File: src/rtl/signal_generator_if.sv
// Configuration handshake bundle for the square-wave generator.
// A transfer happens on an edge where cfgValid and cfgReady are both high.
interface signal_generator_if #(
  parameter int WIDTH = 32
);
  logic             cfgValid;
  logic             cfgReady;
  logic [WIDTH-1:0] cfgPeriod;
  logic [WIDTH-1:0] cfgHigh;

  modport master (
    output cfgValid,
    output cfgPeriod,
    output cfgHigh,
    input  cfgReady
  );

  modport slave (
    input  cfgValid,
    input  cfgPeriod,
    input  cfgHigh,
    output cfgReady
  );
endinterface

File: src/rtl/signal_generator.sv
// Programmable square-wave generator with period-aligned reconfiguration,
// rising-edge counter and a free-running gate-time pulse.
module signal_generator #(
  parameter int WIDTH      = 32,
  parameter int GATE_DIV   = 50000000,
  parameter int DEF_PERIOD = 2,
  parameter int DEF_HIGH   = 1
) (
  input  logic                sysClk,
  input  logic                sysRstN,
  input  logic                enable,
  signal_generator_if.slave   cfg,
  output logic                signal,
  output logic                periodStart,
  output logic                realTimeTikTok,
  output logic [31:0]         edgeCount
);

  localparam int DW = (GATE_DIV > 1) ? $clog2(GATE_DIV) : 1;
  localparam logic [DW-1:0] DIV_LAST = DW'(GATE_DIV - 1);
  localparam logic [WIDTH-1:0] MIN_PER = WIDTH'(2);
  localparam logic [WIDTH-1:0] ONE = WIDTH'(1);

  typedef enum logic {
    S_READY,
    S_PEND
  } cfg_st_e;

  cfg_st_e st_q, st_d;

  logic [WIDTH-1:0] phase_q, phase_d;
  logic [WIDTH-1:0] per_q, per_d;
  logic [WIDTH-1:0] high_q, high_d;
  logic [WIDTH-1:0] pendPer_q, pendPer_d;
  logic [WIDTH-1:0] pendHigh_q, pendHigh_d;
  logic [DW-1:0]    div_q, div_d;
  logic [31:0]      edges_q, edges_d;
  logic             sig_q, sig_d;
  logic             ps_q, ps_d;
  logic             tik_q, tik_d;

  logic             fire;
  logic             wrap;
  logic             apply;
  logic             divLast;
  logic [WIDTH-1:0] clampPer;

  assign fire    = cfg.cfgValid && (st_q == S_READY);
  assign wrap    = enable && (phase_q == per_q - ONE);
  assign apply   = (st_q == S_PEND) && (wrap || !enable);
  assign divLast = (div_q == DIV_LAST);

  assign clampPer = (cfg.cfgPeriod < MIN_PER) ? MIN_PER
                                              : cfg.cfgPeriod;

  always_ff @(posedge sysClk or negedge sysRstN) begin
    if (!sysRstN) begin
      st_q <= S_READY;
    end else begin
      st_q <= st_d;
    end
  end

  // New values only take effect on a period boundary, so the
  // period in progress always finishes with the old settings.
  always_comb begin
    st_d       = st_q;
    per_d      = per_q;
    high_d     = high_q;
    pendPer_d  = pendPer_q;
    pendHigh_d = pendHigh_q;
    unique case (st_q)
      S_READY: begin
        if (fire) begin
          st_d       = S_PEND;
          pendPer_d  = clampPer;
          pendHigh_d = cfg.cfgHigh;
        end
      end
      S_PEND: begin
        if (apply) begin
          st_d   = S_READY;
          per_d  = pendPer_q;
          high_d = pendHigh_q;
        end
      end
    endcase
  end

  always_comb begin
    phase_d = '0;
    if (enable && !wrap) begin
      phase_d = phase_q + ONE;
    end
    sig_d   = enable && (phase_q < high_q);
    ps_d    = enable && (phase_q == '0);
    edges_d = edges_q + {31'd0, sig_d & ~sig_q};
    div_d   = divLast ? '0 : div_q + DW'(1);
    tik_d   = divLast;
  end

  always_ff @(posedge sysClk or negedge sysRstN) begin
    if (!sysRstN) begin
      phase_q    <= '0;
      per_q      <= WIDTH'(DEF_PERIOD);
      high_q     <= WIDTH'(DEF_HIGH);
      pendPer_q  <= '0;
      pendHigh_q <= '0;
      div_q      <= '0;
      edges_q    <= '0;
      sig_q      <= 1'b0;
      ps_q       <= 1'b0;
      tik_q      <= 1'b0;
    end else begin
      phase_q    <= phase_d;
      per_q      <= per_d;
      high_q     <= high_d;
      pendPer_q  <= pendPer_d;
      pendHigh_q <= pendHigh_d;
      div_q      <= div_d;
      edges_q    <= edges_d;
      sig_q      <= sig_d;
      ps_q       <= ps_d;
      tik_q      <= tik_d;
    end
  end

  assign cfg.cfgReady   = (st_q == S_READY);
  assign signal         = sig_q;
  assign periodStart    = ps_q;
  assign realTimeTikTok = tik_q;
  assign edgeCount      = edges_q;

endmodule

File: src/flat_wrapper.sv
// flat-port wrapper written by rule: the top's interface ports become plain ports
module signal_generator_flat 
#(
  parameter int WIDTH      = 32,
  parameter int GATE_DIV   = 50000000,
  parameter int DEF_PERIOD = 2,
  parameter int DEF_HIGH   = 1
)
  (sysClk, sysRstN, enable, signal, periodStart, realTimeTikTok, edgeCount, cfg_cfgValid, cfg_cfgPeriod, cfg_cfgHigh, cfg_cfgReady);
  signal_generator_if #(.WIDTH(WIDTH)) cfg_i ();
  input  logic sysClk;
  input  logic sysRstN;
  input  logic enable;
  output logic signal;
  output logic periodStart;
  output logic realTimeTikTok;
  output logic [31:0] edgeCount;
  input wire logic [$bits(cfg_i.cfgValid)-1:0] cfg_cfgValid;
  input wire logic [$bits(cfg_i.cfgPeriod)-1:0] cfg_cfgPeriod;
  input wire logic [$bits(cfg_i.cfgHigh)-1:0] cfg_cfgHigh;
  output wire logic [$bits(cfg_i.cfgReady)-1:0] cfg_cfgReady;
  assign cfg_i.cfgValid = cfg_cfgValid;
  assign cfg_i.cfgPeriod = cfg_cfgPeriod;
  assign cfg_i.cfgHigh = cfg_cfgHigh;
  assign cfg_cfgReady = cfg_i.cfgReady;
  signal_generator #(.WIDTH(WIDTH), .GATE_DIV(GATE_DIV), .DEF_PERIOD(DEF_PERIOD), .DEF_HIGH(DEF_HIGH)) u_core (.sysClk(sysClk), .sysRstN(sysRstN), .enable(enable), .cfg(cfg_i), .signal(signal), .periodStart(periodStart), .realTimeTikTok(realTimeTikTok), .edgeCount(edgeCount));
endmodule
File: config.mk
export PLATFORM = sky130hd
export DESIGN_NAME = signal_generator_flat
export DESIGN_NICKNAME = d
export VERILOG_FILES = /design/src/rtl/signal_generator_if.sv /design/src/rtl/signal_generator.sv /design/src/flat_wrapper.sv
export SDC_FILE = /design/constraint.sdc
export NUM_CORES = 1
export LEC_CHECK = 0
export CORE_MARGIN = 1.5
export CORE_UTILIZATION = 56
export DETAILED_ROUTE_END_ITERATION = 6
export MAX_ROUTING_LAYER = met4
export PLACE_DENSITY = 0.83
export SLEW_MARGIN = 10
export SYNTH_ARGS = -nofsm -noshare
export SYNTH_HDL_FRONTEND = slang
export SYNTH_SLANG_ARGS = --single-unit
export TNS_END_PERCENT = 30
File: constraint.sdc
create_clock -name sysClk -period 4.3 [get_ports sysClk]
set_input_delay 0.86 -clock sysClk [delete_from_list [all_inputs] [get_ports sysClk]]
set_output_delay 0.86 -clock sysClk [all_outputs]
set_load 0.02 [all_outputs]
## Yosys cells after proc, flatten, opt, wreduce, memory -nomap -nowiden

Cells that the tools add are included.

| cells by class | value |
|---|---|
| reductions and logical operators | 12 |
| $add $sub $neg | 4 |
| equality and inequality tests | 2 |
| magnitude comparators | 2 |
| bitwise logic cells | 3 |
| shift-type cells | 0 |
| multiply operators | 0 |
| divide/modulo/power cells | 0 |
| multiplexer cells | 6 |

Operator list:

| cell | number |
|---|---|
| $mux 32 | 2 |
| $add 32x1->32 | 1 |
| $add 32x1->32 const B | 1 |
| $eq 32x32->1 | 1 |
| $logic_not 32->1 | 1 |
| $lt 32x2->1 const B | 1 |
| $lt 32x32->1 | 1 |
| $sub 32x1->32 const B | 1 |
| $add 26x1->26 const B | 1 |
| $eq 26x26->1 const B | 1 |
| $mux 26 | 1 |
| $logic_and 1x1->1 | 6 |
| $reduce_and 2->1 | 2 |
| $logic_not 1->1 | 2 |
| $mux 1 | 2 |
| $not 1->1 | 2 |
| $pmux 1 s2 | 1 |
| $and 1x1->1 | 1 |
| $logic_or 1x1->1 | 1 |

| word-level totals | value |
|---|---|
| word-level logic and storage cells | 40 |
| bits in latches | 0 |
| output and inout port bits | 36 |
| memories kept | 0 |
| memory bits (writable) | 0 |
| register bits | 222 |
| ROM bits | 0 |

## Logic depth before layout (Yosys ltp)

| logic depth | value |
|---|---|
| depth after elaboration | 7 |
| depth in mapped cells | 19 |
| mapped depth without buffers | 19 |

## Worst setup path after synthesis

Ideal clock, no wire load.

| timing | value |
|---|---|
| path type | reg2reg |
| start point | register u_core.per_q[0] |
| end point | register u_core.phase_q[30] |
| period minus slack after synthesis | 3.769 ns |
| library setup time | 0.120 ns |
| arrival time | 3.649 ns |
| cell stages (with the launch flop) | 14 |
| data required time | 4.180 ns |
| buffers on the path | 3 |
| setup slack | 0.531 ns |
| cells stage by stage | dfrtp_1 > clkbuf_1 > inv_1 > ha_1 > or3b_2 > clkbuf_1 > nor4_1 > or4b_1 > a21o_1 > a22o_1 > or4_1 > or2_4 > buf_6 > and3_1 |

| on the way | value |
|---|---|
| longest elaborated chain between the ends | 6 |

Ends and longest elaborated chain:

| item | RTL line | source |
|---|---|---|
| from (decl) | signal_generator.sv:32 | `logic [WIDTH-1:0] per_q, per_d;` |
| from (signal assigned) | signal_generator.sv:105 | `per_q <= WIDTH'(DEF_PERIOD);` |
| from (signal assigned) | signal_generator.sv:116 | `per_q <= per_d;` |
| $sub 32x1->32 | signal_generator.sv:49 | `assign wrap = enable && (phase_q == per_q - ONE);` |
| $eq 32x32->1 | signal_generator.sv:49 |  |
| $logic_and 1x1->1 | signal_generator.sv:49 |  |
| $logic_not 1->1 | signal_generator.sv:92 | `if (enable && !wrap) begin` |
| $logic_and 1x1->1 | signal_generator.sv:92 |  |
| $mux 32 | signal_generator.sv:92 |  |
| via u_core.phase_d[30] | signal_generator.sv:31 | `logic [WIDTH-1:0] phase_q, phase_d;` |
| to (signal assigned) | signal_generator.sv:115 | `phase_q <= phase_d;` |
| to (decl) | signal_generator.sv:31 |  |

The timed path passes the listed nets, and every way through them passes these cells.
A chain may end at the register's enable or synchronous reset.

## Final worst setup path

| timing | value |
|---|---|
| start point | register u_core.phase_q[1] |
| end point | register u_core.edges_q[30], in the netlist u_core.edgeCount[30] |

| on the way | value |
|---|---|
| longest elaborated chain between the ends | 4 |

Ends and longest elaborated chain:

| item | RTL line | source |
|---|---|---|
| $lt 32x32->1 | signal_generator.sv:95 | `sig_d = enable && (phase_q < high_q);` |
| $logic_and 1x1->1 | signal_generator.sv:95 |  |
| via u_core.sig_d | signal_generator.sv:38 | `logic sig_q, sig_d;` |
| $and 1x1->1 | signal_generator.sv:97 | `edges_d = edges_q + {31'd0, sig_d & ~sig_q};` |
| $add 32x1->32 | signal_generator.sv:97 |  |
| via u_core.edges_d[30] | signal_generator.sv:37 | `logic [31:0] edges_q, edges_d;` |
| to (signal assigned) | signal_generator.sv:121 | `edges_q <= edges_d;` |
| to (decl) | signal_generator.sv:37 |  |

The timed path passes the listed nets, and every way through them passes these cells.

==> key figures <==
Status
  • Run status: finished with violations
  • Failing checks: DRC

Layout
  • Total Nets Final: 1,480
  • Multi-input gate area: 6540 um2
  • ANT cells: 0
  • Area growth syn-to-layout: 16.7%
  • Final Util: 67.1%
  • Layout cells sized above 1: 10.6%
  • Filler cells: 1,649
  • Non-Filler Instances: 1,672
  • Register Area: 5560 um2

Detailed routing
  • Post-DRT Antenna Nets: 0
  • Routed wire per std cell: 18.3 um
  • DRT Pass-1 Iters: 7
  • Vias after detailed routing: 10,514
  • Uppermost layer routed: met4
  • Drt total wl: 30,500 um
  • Remaining DRCs: 8
  • Met2 WL post-DR: 15,200 um
  • DR vias/cell: 6.29
  • Met3 wire length: 1690 um
  • Metal-1 WL: 13,000 um
  • DRT iter0 DRCs: 881

Flow run
  • MaxCap Viol Count: 0

Critical path
  • Crit path launch type: flip-flop
  • CP Capture Type: flip-flop
  • CP Data Required Time: 4700 ps
  • Bufs and invs on worst path: 0
  • Worst path max stage delay: 440 ps
  • Critical Path AT: 4500 ps
  • Cell mode on critical path: a21o_1
  • Delay-heaviest family, CP: compound AO/OA/AOI/OAI gates
  • Worst path cell trace: ha_1 > a21o_1 > a21o_1 > a21o_1 > a21o_1 > a2111oi_2 > o31a_1 > nor2b_1 > ha_1 > ha_1 > nand2_1 > nor2_1 > and2_1 > and4_2 > and3_2 > nor2b_2 > nand2_1 > xnor2_1
  • FF-to-FF Start: u_core.phase_q[1]
  • Setup crit start: u_core.phase_q[1]
  • Crit path max fanout: 6
  • Critical path class: reg2reg
  • Crit-path slowest cell: dfrtp_1

Placed design
  • Port Buffers: 103
  • Pre-CTS WS: 117 ps
  • GPL Wtd Cong: 0.942
  • Dpl cells: 1,627
  • DP Wirelength: 20,000 um

Synth
  • Fraction of registers with async set/reset: 100%
  • Synth area leader: dfrtp_1
  • Post-synth EDFFs: 0
  • Top cells by area, synth: dfrtp_1, mux2_2, xnor2_1
  • Synth Register Bits: 222
  • Area share of the leading cell type in the synthesized netlist: 43.6%
  • Synth warn: 0
  • Primary FF master, synth: dfrtp_1
  • Seq/Total Area, Yosys: 44.0%
  • Cell count after synthesis: 1,315
  • Syn_nets: 1,420
  • Number of distinct library cells after synthesis: 53
  • Post-Synthesis Cell Area: 12,600 um2
  • Syn Area/Cell: 9.60 um2

Die
  • Total die area: 23,500 um2
  • Initial Utilization: 57.5%
  • Die Y: 153 um
  • Die X: 153 um
  • I/O pin total: 104
  • Core ar.: 22,000 um2
  • Site Rows: 54

Global routing
  • Largest net degree at the start of global routing: 100
  • GRT overflow: 0
  • GRT Resource Usage Total: 26.9%
  • Initial antenna violation count: 0
  • Number of global-route vias before repair: 10,309
  • Global-route wire length before repair: 51,200 um

STA
  • Clock skew: 11.7 ps
  • PnR worst setup slack: 197 ps
  • Rel. slew slack: 29.2%
  • Crit path time final: 4100 ps
  • # setup viols final: 0
  • Slew Limit Fails: 0
  • Hold WS: 327 ps
  • Final count of hold timing violations: 0
  • Worst Tran Pin Value: 1060 ps
  • Final period util: 95.4%
  • Max frequency: 244 MHz

Pwr
  • Clock power share: 38.3%
  • Switching pwr: 1.67 mW
  • Power, Total: 5.94 mW
  • Comb pwr share: 17.2%
  • Pwr/cell area: 403 nW/um2
  • Pint: 4.27 mW
  • Seq pwr share: 44.6%
  • Lkg Pwr: 6.33 nW
  • Peak VDD IR: 288 uV
  • Sw Ratio: 28.1%

CTS
  • CTS Buf Count: 25
  • Htree depth: 1
  • Root buffer cell: clkbuf_16
  • Insertion delay to the later sink of the worst-skew pair: 520 ps
  • Max Root-Sink Buffers: 3
  • Hold Buf Count CTS: 0
  • Clock Sinks: 222
  • Worst-path clk slew: 60 ps
  • TritonCTS clock tree: built

Min path
  • Class of the worst hold path: in2async
## cells by family after synthesis
| group | synth area share [%] |
|---|---|
| flip-flops | 44.0 |
| adder cells (fa/ha/maj) | 3.67 |
| buffers and inverters | 4.51 |
| AO/OA/AOI/OAI | 12.6 |
| multiplexers | 5.61 |
| XOR/XNOR | 8.53 |
| AND/OR/NAND/NOR | 21.1 |
## path summary, 6_finish.rpt
path / end / slack [ps] / depth (start not counted)
setup / recovery: u_core.edgeCount[30] / 200 / 18
max in group asynchronous: u_core.pendPer_q[1] / 2880 / 2
setup reg to reg: u_core.edgeCount[30] / 200 / 18
min in group sysClk: u_core.div_q[6] / 470 / 1
hold reg to reg: u_core.div_q[6] / 470 / 1
hold / removal: u_core.edgeCount[16] / 330 / 1
## state kept, by name (all words and copies together) (netlist names)
| register | flops |
|---|---|
| u_core.div_q | 26 |
| u_core.periodStart | 1 |
| u_core.st_q | 1 |
| u_core.phase_q | 32 |
| u_core.high_q | 32 |
| u_core.signal | 1 |
| u_core.edgeCount | 32 |
| u_core.pendPer_q | 32 |
| u_core.realTimeTikTok | 1 |
| u_core.per_q | 32 |
| u_core.pendHigh_q | 32 |
## area by class of cell
cell class / instances / area share [%]
Tap cell: 280 / 2.38
Clock inverter: 11 / 1.26
Timing Repair Buffer: 126 / 8.44
Clock buffer: 33 / 4.65
Multi-Input combinational cell: 956 / 44.4
Inverter: 44 / 1.12
Sequential cell: 222 / 37.7
## cell usage in the layout (no fill, tap or decap), types with 4 or more instances in the layout
cell / instances
clkinv_2: 4
buf_4: 21
mux2_2: 62
clkbuf_1: 5
or4_1: 10
ha_1: 37
clkdlybuf4s50_1: 101
nand3_1: 134
a21oi_1: 11
xnor2_1: 78
nand2_1: 114
inv_1: 44
o21ai_0: 43
a21o_1: 17
nand4_1: 30
nand2b_1: 5
nor2b_1: 5
a31oi_1: 36
nor4_1: 29
and2_1: 36
nor3_1: 18
dfrtp_1: 218
nor2_1: 47
bufinv_16: 5
clkbuf_16: 25
xor2_1: 45
a222oi_1: 31
and4_1: 7
o211ai_1: 66
and3_1: 46
or3_1: 7
## metrics by stage
| step | instance area (um2) | setup TNS (ps) |
|---|---|---|
| after CTS | 14700 | 0 |
| after detailed placement | 13800 | 0 |
| after global placement | 13800 | 0 |
| after global routing | 14700 | -204 |
| after floorplan | 12600 | 0 |
| final | 14700 | 0 |
## metal layers
| metal | GRT usage (%) | up-vias |
|---|---|---|
| li1 | - | 4920 |
| met3 | 3.12 | 48 |
| met1 | 35.2 | 5200 |
| met5 | - | - |
| met2 | 45.2 | 346 |
| met4 | 6.12 | 0 |
## timing repair
| item | in CTS | in global routing |
|---|---|---|
| setup buffers | 0 | 1 |
| setup endpoints to repair | 0 | 8 |
| gates resized for setup | 0 | 8 |
## power groups by stage
stage	clock [mW]	sequential (mW)	combinational, mW
2_1_floorplan	0	2.59	0.694
3_3_place_gp	0	2.66	0.967
3_5_place_dp	0	2.67	1.01
4_1_cts	2.31	2.64	1.02
5_1_grt	2.39	2.68	1.13
6_report	2.27	2.64	1.02
## worst register-to-register path: cells and delay by family (launching register included)
kind | cells | cell delay, ps
adders and majority gates | 3 | 710
and+or+nand+nor | 8 | 1310
AOI/OAI and AO/OA | 6 | 1390
DFF | 1 | 440
xor gates and xnor gates | 1 | 130
## Yosys cell counts (5+ instances only)
cell,instances
clkbuf_1,68
or4_1,11
a222oi_1,31
and2_1,36
buf_1,6
nor2b_1,7
nor2_1,48
nand2b_1,5
xnor2_1,78
and4_1,8
mux2_2,62
buf_6,5
inv_1,44
nor4_1,29
ha_1,37
o211ai_1,66
a21oi_1,11
or3_1,7
a21o_1,17
dfrtp_1,220
o21ai_0,43
nor3_1,18
xor2_1,45
nand2_1,114
nand4_1,30
a31oi_1,36
buf_2,14
nand3_1,134
and3_1,47
(Power assumes the default switching activity.)
